### config.mk
export PLATFORM = sky130hd
export DESIGN_NAME = capi_command_issue_flat
export DESIGN_NICKNAME = d
export VERILOG_FILES = /design/src/rtl/capi_command_issue_if.sv /design/src/rtl/capi_command_issue.sv /design/src/flat_wrapper.sv
export SDC_FILE = /design/constraint.sdc
export NUM_CORES = 1
export LEC_CHECK = 0
export BUFFER_PORTS_ARGS = -buffer_cell sky130_fd_sc_hd__buf_4
export CORE_MARGIN = 2
export CORE_UTILIZATION = 53
export CTS_BUF_LIST = sky130_fd_sc_hd__clkbuf_4
export DETAILED_ROUTE_END_ITERATION = 10
export MAX_ROUTING_LAYER = met4
export PLACE_DENSITY = 0.83
export REMOVE_ABC_BUFFERS = 1
export SKIP_CTS_REPAIR_TIMING = 1
export SLEW_MARGIN = 20
export SYNTH_ARGS = -nofsm -noshare
export SYNTH_HDL_FRONTEND = slang
export SYNTH_SLANG_ARGS = --single-unit
### constraint.sdc
create_clock -name clock -period 5.1 [get_ports clock]
set_input_delay 0.51 -clock clock [delete_from_list [all_inputs] [get_ports clock]]
set_output_delay 0.51 -clock clock [all_outputs]
set_load 0.1 [all_outputs]
### src/rtl/capi_command_issue_if.sv
// PSL command/response types and the engine request handshake interface.
// The interface carries one request per req_valid & req_ready cycle.
package capi_pkg;

  typedef enum logic [12:0] {
    READ_CL_NA = 13'h0A80,
    READ_CL_S  = 13'h0A50,
    WRITE_NA   = 13'h0D00,
    WRITE_MI   = 13'h0D60
  } afu_command_t;

  typedef struct packed {
    logic [7:0] room;
  } CommandInterfaceInput;

  typedef struct packed {
    logic       valid;
    logic [7:0] tag;
    logic       tag_parity;
    logic [7:0] response;
    logic [8:0] credits;
  } ResponseInterface;

  typedef struct packed {
    logic        valid;
    logic [7:0]  tag;
    logic        tag_parity;
    logic [12:0] command;
    logic        command_parity;
    logic [2:0]  abt;
    logic [63:0] address;
    logic        address_parity;
    logic [15:0] context_handle;
    logic [11:0] size;
  } CommandInterfaceOutput;

  localparam logic [7:0] RESP_DONE = 8'h00;

endpackage

interface capi_command_issue_if;
  import capi_pkg::*;

  logic         req_valid;
  afu_command_t req_command;
  logic [2:0]   req_abt;
  logic [63:0]  req_address;
  logic [11:0]  req_size;
  logic         req_ready;
  logic [7:0]   req_tag;

  modport master (
    output req_valid, req_command, req_abt, req_address, req_size,
    input  req_ready, req_tag
  );

  modport slave (
    input  req_valid, req_command, req_abt, req_address, req_size,
    output req_ready, req_tag
  );

endinterface

### src/rtl/capi_command_issue.sv
// Tags and credit-gates engine requests onto the PSL command bus, 1 cycle accept->command_out; req_ready low
// outside RUN or with no credit/free tag. Optional macro RESP_PARITY_CHECK_EN checks response tag parity.
module capi_command_issue
  import capi_pkg::*;
#(
  parameter int NUM_TAGS     = 32,
  parameter int CREDIT_WIDTH = 9
) (
  input  logic                         clock,
  input  logic                         rstn,
  input  logic                         job_start,
  input  logic                         job_stop,
  input  CommandInterfaceInput         command_in,
  input  logic [15:0]                  context_handle,
  capi_command_issue_if.slave          req,
  input  ResponseInterface             response_in,
  output CommandInterfaceOutput        command_out,
  output logic [CREDIT_WIDTH-1:0]      credits,
  output logic [$clog2(NUM_TAGS):0]    outstanding,
  output logic                         resp_error,
  output logic [7:0]                   error_tag,
  output logic                         drained
);

  localparam int TW = $clog2(NUM_TAGS);
  localparam int OW = TW + 1;
  localparam int SW = ((CREDIT_WIDTH > 9) ? CREDIT_WIDTH : 9) + 2;
  localparam logic signed [SW-1:0] CRED_MAX = {{(SW-CREDIT_WIDTH){1'b0}}, {CREDIT_WIDTH{1'b1}}};

  typedef enum logic [1:0] {IDLE, RUN, DRAIN} state_t;

  state_t                  state_q, state_d;
  logic [CREDIT_WIDTH-1:0] credits_q, credits_d;
  logic [OW-1:0]           outstanding_q, outstanding_d;
  logic [NUM_TAGS-1:0]     free_q, free_d;
  logic                    resp_error_q, resp_error_d;
  logic [7:0]              error_tag_q, error_tag_d;
  logic                    drained_q, drained_d;
  CommandInterfaceOutput   cmd_q, cmd_d;

  logic [TW-1:0]           alloc_idx;
  logic                    any_free;
  logic                    ready;
  logic                    accept;
  logic [TW-1:0]           rsp_idx;
  logic                    rsp_in_range;
  logic                    rsp_busy;
  logic                    rsp_par_bad;
  logic                    rsp_take;
  logic                    rsp_err_evt;
  logic signed [SW-1:0]    cred_cur;
  logic signed [SW-1:0]    cred_rsp;
  logic signed [SW-1:0]    cred_sum;

  // Downward scan so the last hit is the lowest free tag.
  always_comb begin
    alloc_idx = '0;
    any_free  = 1'b0;
    for (int i = NUM_TAGS - 1; i >= 0; i--) begin
      if (free_q[i]) begin
        alloc_idx = TW'(i);
        any_free  = 1'b1;
      end
    end
  end

  assign ready         = (state_q == RUN) && (credits_q != '0) && any_free;
  assign accept        = req.req_valid & ready;
  assign req.req_ready = ready;
  assign req.req_tag   = 8'(alloc_idx);

  assign rsp_idx      = response_in.tag[TW-1:0];
  assign rsp_in_range = (response_in.tag >> TW) == 8'd0;
  assign rsp_busy     = rsp_in_range & ~free_q[rsp_idx];

`ifdef RESP_PARITY_CHECK_EN
  assign rsp_par_bad = response_in.tag_parity != ~^response_in.tag;
`else
  logic unused_tag_parity;
  assign unused_tag_parity = response_in.tag_parity;
  assign rsp_par_bad       = 1'b0;
`endif

  // A response for an idle tag, a bad parity or a non-DONE code is an error; only the first two are dropped.
  assign rsp_take    = response_in.valid & rsp_busy & ~rsp_par_bad;
  assign rsp_err_evt = response_in.valid &
                       (rsp_par_bad | ~rsp_busy | (response_in.response != RESP_DONE));

  always_comb begin
    cred_cur = {{(SW-CREDIT_WIDTH){1'b0}}, credits_q};
    cred_rsp = '0;
    if (rsp_take) begin
      cred_rsp = {{(SW-9){response_in.credits[8]}}, response_in.credits};
    end
    cred_sum = cred_cur + cred_rsp;
    if (accept) begin
      cred_sum = cred_sum - SW'(1);
    end
  end

  always_comb begin
    credits_d     = credits_q;
    outstanding_d = outstanding_q + OW'(accept) - OW'(rsp_take);
    free_d        = free_q;
    resp_error_d  = resp_error_q | rsp_err_evt;
    error_tag_d   = error_tag_q;
    drained_d     = 1'b0;
    state_d       = state_q;
    cmd_d         = cmd_q;
    cmd_d.valid   = accept;

    if (cred_sum < 0) begin
      credits_d = '0;
    end else if (cred_sum > CRED_MAX) begin
      credits_d = CRED_MAX[CREDIT_WIDTH-1:0];
    end else begin
      credits_d = cred_sum[CREDIT_WIDTH-1:0];
    end

    if (accept) begin
      free_d[alloc_idx]    = 1'b0;
      cmd_d.tag            = 8'(alloc_idx);
      cmd_d.tag_parity     = ~^(8'(alloc_idx));
      cmd_d.command        = req.req_command;
      cmd_d.command_parity = ~^req.req_command;
      cmd_d.abt            = req.req_abt;
      cmd_d.address        = req.req_address;
      cmd_d.address_parity = ~^req.req_address;
      cmd_d.context_handle = context_handle;
      cmd_d.size           = req.req_size;
    end
    if (rsp_take) begin
      free_d[rsp_idx] = 1'b1;
    end
    if (rsp_err_evt && !resp_error_q) begin
      error_tag_d = response_in.tag;
    end

    case (state_q)
      IDLE: begin
        if (job_start) begin
          credits_d = CREDIT_WIDTH'(command_in.room);
          state_d   = RUN;
        end
      end
      RUN: begin
        if (job_stop) begin
          state_d = DRAIN;
        end
      end
      DRAIN: begin
        if (outstanding_d == '0) begin
          drained_d = 1'b1;
          state_d   = IDLE;
        end
      end
      default: state_d = IDLE;
    endcase
  end

  always_ff @(posedge clock or negedge rstn) begin
    if (!rstn) begin
      state_q       <= IDLE;
      credits_q     <= '0;
      outstanding_q <= '0;
      free_q        <= '1;
      resp_error_q  <= 1'b0;
      error_tag_q   <= 8'h00;
      drained_q     <= 1'b0;
      cmd_q         <= '0;
    end else begin
      state_q       <= state_d;
      credits_q     <= credits_d;
      outstanding_q <= outstanding_d;
      free_q        <= free_d;
      resp_error_q  <= resp_error_d;
      error_tag_q   <= error_tag_d;
      drained_q     <= drained_d;
      cmd_q         <= cmd_d;
    end
  end

  assign command_out = cmd_q;
  assign credits     = credits_q;
  assign outstanding = outstanding_q;
  assign resp_error  = resp_error_q;
  assign error_tag   = error_tag_q;
  assign drained     = drained_q;

endmodule

### src/flat_wrapper.sv
// flat-port wrapper written by rule: the top's interface ports become plain ports
module capi_command_issue_flat import capi_pkg::*;
#(
  parameter int NUM_TAGS     = 32,
  parameter int CREDIT_WIDTH = 9
)
  (clock, rstn, job_start, job_stop, command_in, context_handle, response_in, command_out, credits, outstanding, resp_error, error_tag, drained, req_req_valid, req_req_command, req_req_abt, req_req_address, req_req_size, req_req_ready, req_req_tag);
  capi_command_issue_if req_i ();
  input  logic clock;
  input  logic rstn;
  input  logic job_start;
  input  logic job_stop;
  input  CommandInterfaceInput command_in;
  input  logic [15:0] context_handle;
  input  ResponseInterface response_in;
  output CommandInterfaceOutput command_out;
  output logic [CREDIT_WIDTH-1:0] credits;
  output logic [$clog2(NUM_TAGS):0] outstanding;
  output logic resp_error;
  output logic [7:0] error_tag;
  output logic drained;
  input wire logic [$bits(req_i.req_valid)-1:0] req_req_valid;
  input wire logic [$bits(req_i.req_command)-1:0] req_req_command;
  input wire logic [$bits(req_i.req_abt)-1:0] req_req_abt;
  input wire logic [$bits(req_i.req_address)-1:0] req_req_address;
  input wire logic [$bits(req_i.req_size)-1:0] req_req_size;
  output wire logic [$bits(req_i.req_ready)-1:0] req_req_ready;
  output wire logic [$bits(req_i.req_tag)-1:0] req_req_tag;
  assign req_i.req_valid = req_req_valid;
  assign req_i.req_command = req_req_command;
  assign req_i.req_abt = req_req_abt;
  assign req_i.req_address = req_req_address;
  assign req_i.req_size = req_req_size;
  assign req_req_ready = req_i.req_ready;
  assign req_req_tag = req_i.req_tag;
  capi_command_issue #(.NUM_TAGS(NUM_TAGS), .CREDIT_WIDTH(CREDIT_WIDTH)) u_core (.clock(clock), .rstn(rstn), .job_start(job_start), .job_stop(job_stop), .command_in(command_in), .context_handle(context_handle), .req(req_i), .response_in(response_in), .command_out(command_out), .credits(credits), .outstanding(outstanding), .resp_error(resp_error), .error_tag(error_tag), .drained(drained));
endmodule
* Word level (Yosys, flattened, before mapping)
Cells that the tools add are included.
** Storage, ports and cells
- Register bits :: 176
- Input port bits :: 148
- Logic and storage cells :: 142
** Operators by class
- $add $sub $neg :: 4
- Magnitude comparators :: 6
- Equal/unequal tests :: 5
- Multiplexer cells :: 84
- Bitwise operators :: 11
- Reductions and logical operators :: 15
** Operators by type and width (count)
- 5-bit 2-to-1 mux :: 32
- 32-bit 2-to-1 mux :: 2
- 64-bit XNOR reduction :: 1
- 1-bit 2-to-1 mux :: 37
- 9-bit 2-to-1 mux :: 4
- 32-bit bitwise AND :: 1
- 32-bit NOT :: 1
- 32-bit OR :: 1
- 11-bit 2-to-1 mux :: 2
- 13-bit XNOR reduction :: 1
- 5-bit by 6-bit less-than comparator with 1-bit output, second input constant :: 2
- 10-bit by 11-bit adder with 11-bit output :: 1
- 11-bit by 10-bit greater-than comparator with 1-bit output, second input constant :: 1
- 11-bit by 1-bit less-than comparator with 1-bit output, second input constant :: 1
- 11-bit by 2-bit subtractor with 11-bit output, second input constant :: 1
- 1-bit demux with 5-bit select :: 2
- 5-bit by 1-bit greater-or-equal comparator with 1-bit output, second input constant :: 2
- 9-bit nonzero test :: 1
- 8-bit logical NOT :: 1
- 8-bit nonzero test :: 1
- 8-bit XNOR reduction :: 1
- 6-bit by 1-bit adder with 6-bit output :: 1
- 6-bit logical NOT :: 1
- 2-bit 2-to-1 mux :: 3
- 14 further kinds :: 24

* Logic depth before layout (Yosys ltp)
Gate-level depths: netlist of run 1.
- Word-level depth :: 41
- Gate-level depth with buffers :: 19
- Mapped depth without buffers :: 16

* Worst setup path after synthesis of run 1
No wires, ideal clock.
- Path kind :: input to register
- From :: in response_in[18] (netlist name)
- To :: reg u_core.credits_q[7] (netlist: u_core.credits[7])
- Library setup time :: 0.136 ns
- Data arrival time :: 4.506 ns
- Required time :: 4.964 ns
- Path slack :: 0.459 ns
- Cell stages on the path :: 18
- Path through :: buf_6 -> mux4_2 -> mux2_2 -> a22o_1 -> nor4b_4 -> buf_2 -> and2_1 -> ha_1 -> inv_1 -> fa_1 -> ha_1 -> and2_1 -> o2111a_1 -> nor3b_2 -> nand3_1 -> mux2i_1 -> mux2i_2 -> o21ai_1
** Between the ends
- Word-level cells in the longest chain between the ends :: 14
** RTL lines
- start: declaration :: line flat_wrapper.sv:15 : input ResponseInterface response_in;
- 1-bit binary-select mux with 5-bit select (*) :: line capi_command_issue.sv:74 : assign rsp_busy = rsp_in_range & ~free_q[rsp_idx];
- 1-bit 2-to-1 mux (implied by the code) (*) :: line capi_command_issue.sv:74
- 1-bit NOT (*) :: line capi_command_issue.sv:74
- 1-bit bitwise AND (*) :: line capi_command_issue.sv:74
- 1-bit bitwise AND (*) :: line capi_command_issue.sv:85 : assign rsp_take = response_in.valid & rsp_busy & ~rsp_par_bad;
- 11-bit 2-to-1 mux (*) :: line capi_command_issue.sv:92 : if (rsp_take) begin
- 10-bit by 11-bit adder with 11-bit output (*) :: line capi_command_issue.sv:95 : cred_sum = cred_cur + cred_rsp;
- 11-bit by 2-bit subtractor with 11-bit output :: line capi_command_issue.sv:97 : cred_sum = cred_sum - SW'(1);
- 11-bit 2-to-1 mux (*) :: line capi_command_issue.sv:96 : if (accept) begin
- 11-bit by 10-bit greater-than comparator with 1-bit output :: line capi_command_issue.sv:114 : end else if (cred_sum > CRED_MAX) begin
- 9-bit 2-to-1 mux :: line capi_command_issue.sv:114
- 9-bit 2-to-1 mux (*) :: line capi_command_issue.sv:112 : if (cred_sum < 0) begin
- 9-bit 2-to-1 mux :: line capi_command_issue.sv:141 : if (job_start) begin
- 9-bit 2-to-1 mux (*) :: line capi_command_issue.sv:139 : case (state_q)
- named net u_core.credits_d[7] :: line capi_command_issue.sv:33 : logic [CREDIT_WIDTH-1:0] credits_q, credits_d;
- end signal: assignment :: line capi_command_issue.sv:173 : credits_q <= credits_d;
- end: declaration :: line capi_command_issue.sv:33
Mark *: on every way through the listed nets, which the timed path passes. The rest lies on a longest branch. The select of a mux whose other input is x is not followed.
A chain may end at the register's enable or synchronous reset.

* Worst setup path after layout of run 1
- From :: reg u_core.free_q[5]
- To :: reg u_core.credits_q[3] (netlist: u_core.credits[3])
** Between the ends
- Word-level cells in the longest chain between the ends :: 14
** RTL lines
- start: declaration :: line capi_command_issue.sv:35 : logic [NUM_TAGS-1:0] free_q, free_d;
- start signal: assignment :: line capi_command_issue.sv:175 : free_q <= free_d;
- 1-bit binary-select mux with 5-bit select or 1-bit 2-to-1 mux (tied branches) :: line capi_command_issue.sv:74, capi_command_issue.sv:60
- 1-bit 2-to-1 mux, on equally long branches :: line capi_command_issue.sv:74, capi_command_issue.sv:60
- 1-bit NOT or 1-bit 2-to-1 mux (tied branches) :: line capi_command_issue.sv:74, capi_command_issue.sv:60
- 1-bit bitwise AND or 1-bit 2-to-1 mux (tied branches) :: line capi_command_issue.sv:74, capi_command_issue.sv:60
- 1-bit bitwise AND or 1-bit 2-to-1 mux (tied branches) :: line capi_command_issue.sv:85, capi_command_issue.sv:60
- 11-bit 2-to-1 mux or 1-bit 2-to-1 mux (tied branches) :: line capi_command_issue.sv:92, capi_command_issue.sv:60
- 10-bit by 11-bit adder with 11-bit output or 1-bit logical AND (tied branches) :: line capi_command_issue.sv:95, capi_command_issue.sv:67
- 11-bit by 2-bit subtractor with 11-bit output or 1-bit bitwise AND (tied branches) :: line capi_command_issue.sv:97, capi_command_issue.sv:68
- 11-bit 2-to-1 mux (*) :: line capi_command_issue.sv:96
- 11-bit by 10-bit greater-than comparator with 1-bit output :: line capi_command_issue.sv:114
- 9-bit 2-to-1 mux :: line capi_command_issue.sv:114
- 9-bit 2-to-1 mux (*) :: line capi_command_issue.sv:112
- 9-bit 2-to-1 mux :: line capi_command_issue.sv:141
- 9-bit 2-to-1 mux (*) :: line capi_command_issue.sv:139
- named net u_core.credits_d[3] :: line capi_command_issue.sv:33
Marked as above.

==> results of run 1 <==
final cells by class:
type                       count  area, µm²
tap                          225        282
antenna                        1       2.50
multi-input combinational    808       4660
clock buffer                  17        128
clock inverter                15        144
inverter                      27        105
timing repair buffer         306       2320
sequential                   176       4440
fill                        1391       5210
worst paths after layout:
check / to / cells after the start
worst min register to register: u_core.command_out[61] / 2
min in group asynchronous: u_core.command_out[24] / 2
worst max register to register: u_core.credits[3] / 15
max in group asynchronous: u_core.command_out[80] / 3
worst min-delay path: u_core.command_out[8] / 3
worst max-delay path: u_core.credits[3] / 15
stage by stage:
step	setup WS (ps)	cell area [µm²]	hold WS [ps]	utilization, %
2_1_floorplan	-2810	9200	214	-
3_3_place_gp	188	11800	459	68.2
3_5_place_dp	115	11800	463	68.2
4_1_cts	487	12100	-81.6	69.8
5_1_grt	146	12100	46.7	69.9
6_report	406	12100	89.0	69.9
flip-flops by register name (all words and copies together), names as in the netlist:
register,count
u_core.credits,9
u_core.free_q,32
u_core.error_tag,8
u_core.drained,1
u_core.outstanding,6
u_core.command_out,117
u_core.state_q,2
u_core.resp_error,1
placed cells by master (no fill, tap or decap), types with 3 or more instances in the layout:
cell type	synthesis	final
sky130_fd_sc_hd__o211ai_1	4	4
sky130_fd_sc_hd__or4_1	4	4
sky130_fd_sc_hd__o41ai_1	3	3
sky130_fd_sc_hd__mux4_2	5	5
sky130_fd_sc_hd__xnor2_1	79	79
sky130_fd_sc_hd__or3_1	3	3
sky130_fd_sc_hd__inv_8	0	5
sky130_fd_sc_hd__o31ai_1	3	3
sky130_fd_sc_hd__conb_1	1	6
sky130_fd_sc_hd__nand2_1	373	372
sky130_fd_sc_hd__nand2b_1	8	8
sky130_fd_sc_hd__o21bai_1	5	5
sky130_fd_sc_hd__a32oi_1	7	7
sky130_fd_sc_hd__nand4_1	4	4
sky130_fd_sc_hd__mux2i_1	4	4
sky130_fd_sc_hd__buf_4	6	303
sky130_fd_sc_hd__and2_1	11	11
sky130_fd_sc_hd__nand3_1	10	10
sky130_fd_sc_hd__nor2_1	34	34
sky130_fd_sc_hd__clkinv_4	0	4
sky130_fd_sc_hd__nor3_1	3	3
sky130_fd_sc_hd__a21o_1	5	5
sky130_fd_sc_hd__and3b_1	3	3
sky130_fd_sc_hd__mux4_1	3	3
sky130_fd_sc_hd__o21ai_0	76	76
sky130_fd_sc_hd__dfrtp_1	144	144
sky130_fd_sc_hd__a211oi_1	3	3
sky130_fd_sc_hd__ha_1	21	21
sky130_fd_sc_hd__nor2b_1	12	12
sky130_fd_sc_hd__nor4_1	15	15
sky130_fd_sc_hd__mux2_2	10	10
sky130_fd_sc_hd__inv_1	26	25
sky130_fd_sc_hd__dfstp_2	32	32
sky130_fd_sc_hd__clkbuf_4	0	17
sky130_fd_sc_hd__a21oi_1	30	30
sky130_fd_sc_hd__o21ai_1	3	3
sky130_fd_sc_hd__or2_2	4	4
sky130_fd_sc_hd__xor2_1	16	16
cells in the mapped netlist (all sizes together), types with 3 or more instances:
cell type,number
a31oi,3
nor3b,3
o211ai,4
mux4,8
nor3,3
or2,4
buf,12
ha,21
nand4,5
o31ai,3
mux2,10
o21ai,79
or4,4
o21bai,5
mux2i,5
and2,13
dfstp,32
nor2,34
xor2,16
clkbuf,33
xnor2,79
and3b,3
a21o,5
nor4,15
nand3,10
nor2b,12
dfrtp,144
nand2b,8
or3,3
a21oi,31
nand2,374
inv,26
a211oi,3
a32oi,7
nor4b,3
o41ai,3
metal layers:
metal / share of wire (%) / vias up
met5: 0 / -
met4: 2.3 / 0
met3: 6.6 / 56
met2: 51 / 358
met1: 40 / 4050
li1: - / 4054
worst reg2reg max path: stages, from the launching register on:
cell	delay [ps]
sky130_fd_sc_hd__dfstp_2	430
sky130_fd_sc_hd__mux4_1	510
sky130_fd_sc_hd__mux2_2	270
sky130_fd_sc_hd__a22o_1	270
sky130_fd_sc_hd__nor4b_4	290
sky130_fd_sc_hd__buf_4	250
sky130_fd_sc_hd__nand2_2	100
sky130_fd_sc_hd__clkinv_2	110
sky130_fd_sc_hd__ha_1	310
sky130_fd_sc_hd__nor4b_1	180
sky130_fd_sc_hd__a2111oi_0	640
sky130_fd_sc_hd__a31oi_1	260
sky130_fd_sc_hd__nand3_1	270
sky130_fd_sc_hd__a21oi_1	80
sky130_fd_sc_hd__o21ai_1	430
sky130_fd_sc_hd__a32oi_1	180
cells by family (layout without fill, tap and decap cells):
family                   count (synthesis)  in the layout  synth area share [%]
buffers and inverters                   72            365                  3.24
AND/OR/NAND/NOR                        498            498                  22.8
multiplexers                            23             23                  3.81
flip-flops                             176            176                  47.4
other                                    1              7                0.0400
AO/OA/AOI/OAI                          163            163                  10.7
XOR/XNOR                                95             95                  8.87
adder cells (fa/ha/maj)                 23             23                  3.23
==> tab_implementation.tex, run 1 <==
\begin{tabular}{lr}
\hline
Metric & Value \\
\hline
\multicolumn{2}{l}{\textbf{Worst setup path}} \\
Cell with the largest stage delay on the worst path & sky130\_fd\_sc\_hd\_\_a2111oi\_0 \\
Reg2reg setup slack & 410 ps \\
Worst endpoint required time & 5550 ps \\
Max incr delay on CP & between 600 and 700 ps \\
CP Launch Type & flop \\
Top fanout value on the critical path & 11 \\
Type of the worst setup path & reg2reg \\
Crit path arrival time & between 5000 and 6000 ps \\
Reg-to-reg critical path startpoint & u\_core.free\_q[5] \\
Gate family responsible for the most delay along the worst path & compound AO/OA/AOI/OAI gates \\
Critical Path Source & u\_core.free\_q[5] \\
Buffer and inverter count on the worst path & 2 \\
Cells along the critical path & mux4\_1 -> mux2\_2 -> a22o\_1 -> nor4b\_4 -> buf\_4 -> nand2\_2 -> clkinv\_2 -> ha\_1 -> nor4b\_1 -> a2111oi\_0 -> a31oi\_1 -> nand3\_1 -> a21oi\_1 -> o21ai\_1 -> a32oi\_1 \\
Type of destination of the critical path & flop \\
\multicolumn{2}{l}{\textbf{Finish}} \\
Proportion of layout cells with a drive suffix above 1 & 29.6\% \\
Number of nets in the layout & 1507 \\
Number of standard cells in the layout, taps in and fillers out & around 1600 \\
Area delta synth->final & 28.8\% \\
\multicolumn{2}{l}{\textbf{Yosys}} \\
Cells taking the most area after synthesis & sky130\_fd\_sc\_hd\_\_dfrtp\_1 (38\%), sky130\_fd\_sc\_hd\_\_nand2\_1 (15\%), sky130\_fd\_sc\_hd\_\_dfstp\_2 (9.0\%) \\
Share of Yosys cell area claimed by the top area cell type & 38.4\% \\
Mapped Cells & 1051 \\
Top flip-flop cell by instance count after synthesis & sky130\_fd\_sc\_hd\_\_dfrtp\_1 \\
Mapped Area & 9380 µm² \\
Number of enable flip-flop cells after synthesis & 0 \\
Avg Cell Area, Syn & 8.93 µm² \\
Number of distinct library cell variants in the gate-level netlist after synthesis & 70 \\
Sequential share of the synthesized area & 47.4\% \\
Synthesized flop and latch total & 176 \\
Largest area contributor in the netlist & sky130\_fd\_sc\_hd\_\_dfrtp\_1 \\
Yosys warns & 0 \\
Post-synthesis async set-or-reset flop share & 100\% \\
\multicolumn{2}{l}{\textbf{Clock tree}} \\
CTS sink count & $\sim$180 \\
Later-pin clock latency in the skew report & roughly 590 ps \\
Clock tree from TritonCTS & done \\
H-tree depth reported by CTS & 4 \\
Clock buffers created by TritonCTS & 17 \\
Root buffer cell & sky130\_fd\_sc\_hd\_\_clkbuf\_4 \\
Number of buffers between clock root and the deepest sink & 2 \\
Reg clk slew, reported paths & 180 ps \\
\multicolumn{2}{l}{\textbf{Routing}} \\
DRT Pass-1 Iters & 5 \\
Routed vias & 8518 \\
Number of design rule violations left after detail routing & 0 \\
Drt first-iter violations & 704 \\
Number of nets still failing antenna checks after routing & 0 \\
Average detailed-routed wire length per instance & between 15 and 20 µm \\
Final wirelength & 26900 µm \\
Via count normalized by instance count & 5.41 \\
\multicolumn{2}{l}{\textbf{Run status}} \\
Outcome & completed \\
\multicolumn{2}{l}{\textbf{Global route}} \\
Maximum number of pins on one net before global-route repair & around 110 \\
Overall global routing resource usage & 29.1\% \\
Met1 Usage GRT & 37.1\% \\
Busiest layer in global routing & met2 \\
First-pass GRT wire length & 41200 µm \\
Initial antenna violation count & 1 \\
Vias in the first global route & 8066 \\
Met3 Resource Use GR & 6.07\% \\
M2 GR Usage & approximately 47\% \\
Total congestion overflow & 0 \\
\multicolumn{2}{l}{\textbf{STA}} \\
Setup TNS Final & 0 ps \\
Fmax achieved & about 210 MHz \\
Final worst path period share & a little over 90\% \\
Post-layout min period & 4690 ps \\
RSZ-0062 raised after global routing & false \\
Max Clock Skew & 31.7 ps \\
Slew Limit Fails & 0 \\
Setup violations, final & 0 \\
Slew at the pin closest to its max-slew limit & 1090 ps \\
Relative max-transition margin & 27.1\% \\
Final Hold Vio Count & 0 \\
\multicolumn{2}{l}{\textbf{Floorplanning}} \\
Width of the die & 137 µm \\
Total die area & approximately 19000 µm² \\
Placement row count & between 40 and 50 \\
CORE AREA & 17300 µm² \\
I/O pin total & 302 \\
Starting utilization of the core area & 54.3\% \\
Height of the chip & 137 µm \\
\multicolumn{2}{l}{\textbf{Placed design}} \\
Placed cells & $\sim$1500 \\
RD Place Congestion & 0.915 \\
Estimated wirelength of the detail-placed design & around 20000 µm \\
Number of buffers added on ports & 294 \\
\multicolumn{2}{l}{\textbf{Flow run}} \\
MaxCap Viol Count & 0 \\
\multicolumn{2}{l}{\textbf{Min path}} \\
Type of the most critical hold path & in2reg \\
Worst Min Path Start & req\_req\_size[8] \\
\hline
\end{tabular}
Power of run 1 is left out: the tool's default activity adds up to more than one toggle a clock period on the data nets, which glitch-free logic cannot reach.
==> run 2, diff against run 1 <==
Settings changed: BUFFER_PORTS_ARGS -buffer_cell sky130_fd_sc_hd__buf_4 to -buffer_cell sky130_fd_sc_hd__buf_2, MAX_ROUTING_LAYER met4 to unset.
==> run 2 against run 1 <==
Net effect:
- first-iteration DRC count increased by 5.8%
- hold slack improved by 10 ps
- via count increased by 1.0%
- cell area decreased by 5.5%
- sequential share of layout area increased by 2.1 points
- maximum frequency increased by 1.3%
- global-route usage decreased by 1.7 points
- register-to-register slack improved by 60 ps
- core utilization decreased by 3.9 points
- clock skew increased by 5.2 ps
- routed wire length decreased by 3.2%
==> tab_implementation.tex, run 2 (same netlist as run 1, synthesis figures left out) <==
\begin{tabular}{lr}
\hline
Metric & Value \\
\hline
\multicolumn{2}{l}{\textbf{Finish}} \\
Flip-flop count of the largest register after layout & 117 (unchanged) \\
Area delta synth->final & 21.7\% (was 28.8\%) \\
Leading cell type in the layout, fill and taps excluded & sky130\_fd\_sc\_hd\_\_nand2\_1 (unchanged) \\
Leading cell types in the layout, fill and taps excluded & sky130\_fd\_sc\_hd\_\_nand2\_1 (372), sky130\_fd\_sc\_hd\_\_buf\_2 (293), sky130\_fd\_sc\_hd\_\_dfrtp\_1 (144) (was sky130\_fd\_sc\_hd\_\_nand2\_1 (372), sky130\_fd\_sc\_hd\_\_buf\_4 (303), sky130\_fd\_sc\_hd\_\_dfrtp\_1 (144)) \\
Proportion of layout cells with a drive suffix above 1 & 30.1\% (was 29.6\%) \\
Fin util & 66.0\% (was 69.9\%) \\
Number of nets in the layout & 1517 (was 1507) \\
\multicolumn{2}{l}{\textbf{Clock tree}} \\
CTS sink count & 176 (unchanged) \\
Clock buffers created by TritonCTS & 17 (unchanged) \\
Reg clk slew, reported paths & 180 ps (about the same) \\
Later-pin clock latency in the skew report & 580 ps (was 590 ps) \\
H-tree depth reported by CTS & 4 (unchanged) \\
Number of buffers between clock root and the deepest sink & 2 (unchanged) \\
Root buffer cell & sky130\_fd\_sc\_hd\_\_clkbuf\_4 (unchanged) \\
Clock tree from TritonCTS & done (unchanged) \\
\multicolumn{2}{l}{\textbf{Placed design}} \\
Number of buffers added on ports & 294 (unchanged) \\
Estimated wirelength of the detail-placed design & 19500 µm (was 19900 µm) \\
RD Place Congestion & 0.932 (was 0.915) \\
\multicolumn{2}{l}{\textbf{Flow run}} \\
MaxCap Viol Count & 0 (unchanged) \\
\multicolumn{2}{l}{\textbf{Worst setup path}} \\
Type of destination of the critical path & flop (unchanged) \\
Gate family responsible for the most delay along the worst path & simple AND/OR/NAND/NOR gates (was compound AO/OA/AOI/OAI gates) \\
Buffer and inverter count on the worst path & 2 (unchanged) \\
CP Launch Type & flop (unchanged) \\
Cells along the critical path & mux4\_1 -> mux2\_2 -> a22o\_1 -> nor4b\_4 -> and2\_1 -> ha\_1 -> inv\_1 -> fa\_1 -> nand2b\_1 -> a21oi\_1 -> o41ai\_1 -> buf\_4 -> nor3\_1 -> nand3\_1 -> o32ai\_2 -> a31oi\_2 -> a32oi\_1 (was mux4\_1 -> mux2\_2 -> a22o\_1 -> nor4b\_4 -> buf\_4 -> nand2\_2 -> clkinv\_2 -> ha\_1 -> nor4b\_1 -> a2111oi\_0 -> a31oi\_1 -> nand3\_1 -> a21oi\_1 -> o21ai\_1 -> a32oi\_1) \\
Max incr delay on CP & 540 ps (was 640 ps) \\
Crit path arrival time & 5130 ps (was 5150 ps) \\
Type of the worst setup path & reg2reg (unchanged) \\
Cell with the largest stage delay on the worst path & sky130\_fd\_sc\_hd\_\_mux4\_1 (was sky130\_fd\_sc\_hd\_\_a2111oi\_0) \\
Top fanout value on the critical path & 7 (was 11) \\
Worst endpoint required time & 5590 ps (was 5550 ps) \\
\multicolumn{2}{l}{\textbf{Global route}} \\
Maximum number of pins on one net before global-route repair & 91 (was 105) \\
Met1 Usage GRT & 35.0\% (was 37.1\%) \\
Overall global routing resource usage & 27.4\% (was 29.1\%) \\
Vias in the first global route & 8157 (was 8066) \\
Total congestion overflow & 0 (unchanged) \\
Met3 Resource Use GR & 6.48\% (was 6.07\%) \\
Busiest layer in global routing & met2 (unchanged) \\
First-pass GRT wire length & 40200 µm (was 41200 µm) \\
Initial antenna violation count & 2 (was 1) \\
M2 GR Usage & 46.2\% (was 47.1\%) \\
\multicolumn{2}{l}{\textbf{STA}} \\
Setup violations, final & 0 (unchanged) \\
Slew Limit Fails & 0 (unchanged) \\
Slew at the pin closest to its max-slew limit & 897 ps (was 1090 ps) \\
Post-layout min period & 4630 ps (was 4690 ps) \\
Relative max-transition margin & 40.2\% (was 27.1\%) \\
Setup TNS Final & 0 ps (unchanged) \\
Final Hold Vio Count & 0 (unchanged) \\
Max Clock Skew & 36.9 ps (was 31.7 ps) \\
Final worst path period share & 90.9\% (was 92.0\%) \\
Fmax achieved & 216 MHz (was 213 MHz) \\
RSZ-0062 raised after global routing & false (unchanged) \\
\multicolumn{2}{l}{\textbf{Routing}} \\
Final wirelength & 26000 µm (was 26900 µm) \\
Drt first-iter violations & 745 (was 704) \\
Number of design rule violations left after detail routing & 0 (unchanged) \\
DRT Pass-1 Iters & 7 (was 5) \\
Via count normalized by instance count & 5.43 (was 5.41) \\
Routed vias & 8605 (was 8518) \\
Average detailed-routed wire length per instance & 16.4 µm (was 17.1 µm) \\
Number of nets still failing antenna checks after routing & 0 (unchanged) \\
\multicolumn{2}{l}{\textbf{Floorplanning}} \\
Total die area & 18800 µm² (unchanged) \\
Placement row count & 48 (unchanged) \\
Starting utilization of the core area & 54.3\% (unchanged) \\
I/O pin total & 302 (unchanged) \\
CORE AREA & 17300 µm² (unchanged) \\
Width of the die & 137 µm (unchanged) \\
Height of the chip & 137 µm (unchanged) \\
\multicolumn{2}{l}{\textbf{Min path}} \\
Type of the most critical hold path & in2reg (unchanged) \\
\multicolumn{2}{l}{\textbf{Run status}} \\
Outcome & completed (unchanged) \\
\hline
\end{tabular}
run 2: cell count changes in the layout (fill, tap and decap cells not counted):
cell and change:
sky130_fd_sc_hd__buf_12 -1, sky130_fd_sc_hd__buf_2 +293, sky130_fd_sc_hd__buf_4 -282, sky130_fd_sc_hd__clkinv_2 +1
sky130_fd_sc_hd__clkinv_4 -3, sky130_fd_sc_hd__clkinv_8 +1, sky130_fd_sc_hd__diode_2 +1, sky130_fd_sc_hd__inv_6 +2
sky130_fd_sc_hd__inv_8 -1
run 2: path summary, 6_finish.rpt:
path                                   startpoint  slack [ps]                      to  cells after the start
setup / recovery                 u_core.free_q[5]         470       u_core.credits[6]                     17
hold / removal                  context_handle[5]         100  u_core.command_out[17]                      3
setup reg to reg                 u_core.free_q[5]         470       u_core.credits[6]                     17
hold reg to reg            u_core.command_out[66]         490  u_core.command_out[66]                      2
max in group asynchronous                    rstn        3470       u_core.free_q[11]                      3
min in group asynchronous                    rstn         500       u_core.credits[1]                      2
run 2: area by class of cell:
type | count | area (µm²)
sequential | 176 | 4440
inverter | 27 | 105
clock buffer | 17 | 128
fill | 1397 | 5880
tap | 225 | 282
multi-input combinational | 808 | 4660
antenna | 2 | 5.00
timing repair buffer | 316 | 1650
clock inverter | 15 | 145
run 2: stage by stage:
step / cells / hold slack, ps / worst slack, ps / area, µm²
floorplan: 1011 / 214 / -2810 / 9200
global placement: 1551 / 452 / 198 / 11100
detailed placement: 1551 / 457 / 66.9 / 11100
CTS: 1583 / -6.84 / 504 / 11400
global route: 1585 / 41.5 / 186 / 11400
finish: 1586 / 99.4 / 465 / 11400
run 2: worst min-delay path: cells and delay by family:
kind / cells / cell delay, ps
buf+inv: 1 / 70
simple gates: 2 / 80
run 2: metal layers:
metal | share of wire [%] | wire, µm
met5 | 0 | 0
met4 | 2.1 | 559
met3 | 7.1 | 1850
met2 | 50 | 13100
met1 | 40 | 10500
Power of run 2 is left out for the same reason.
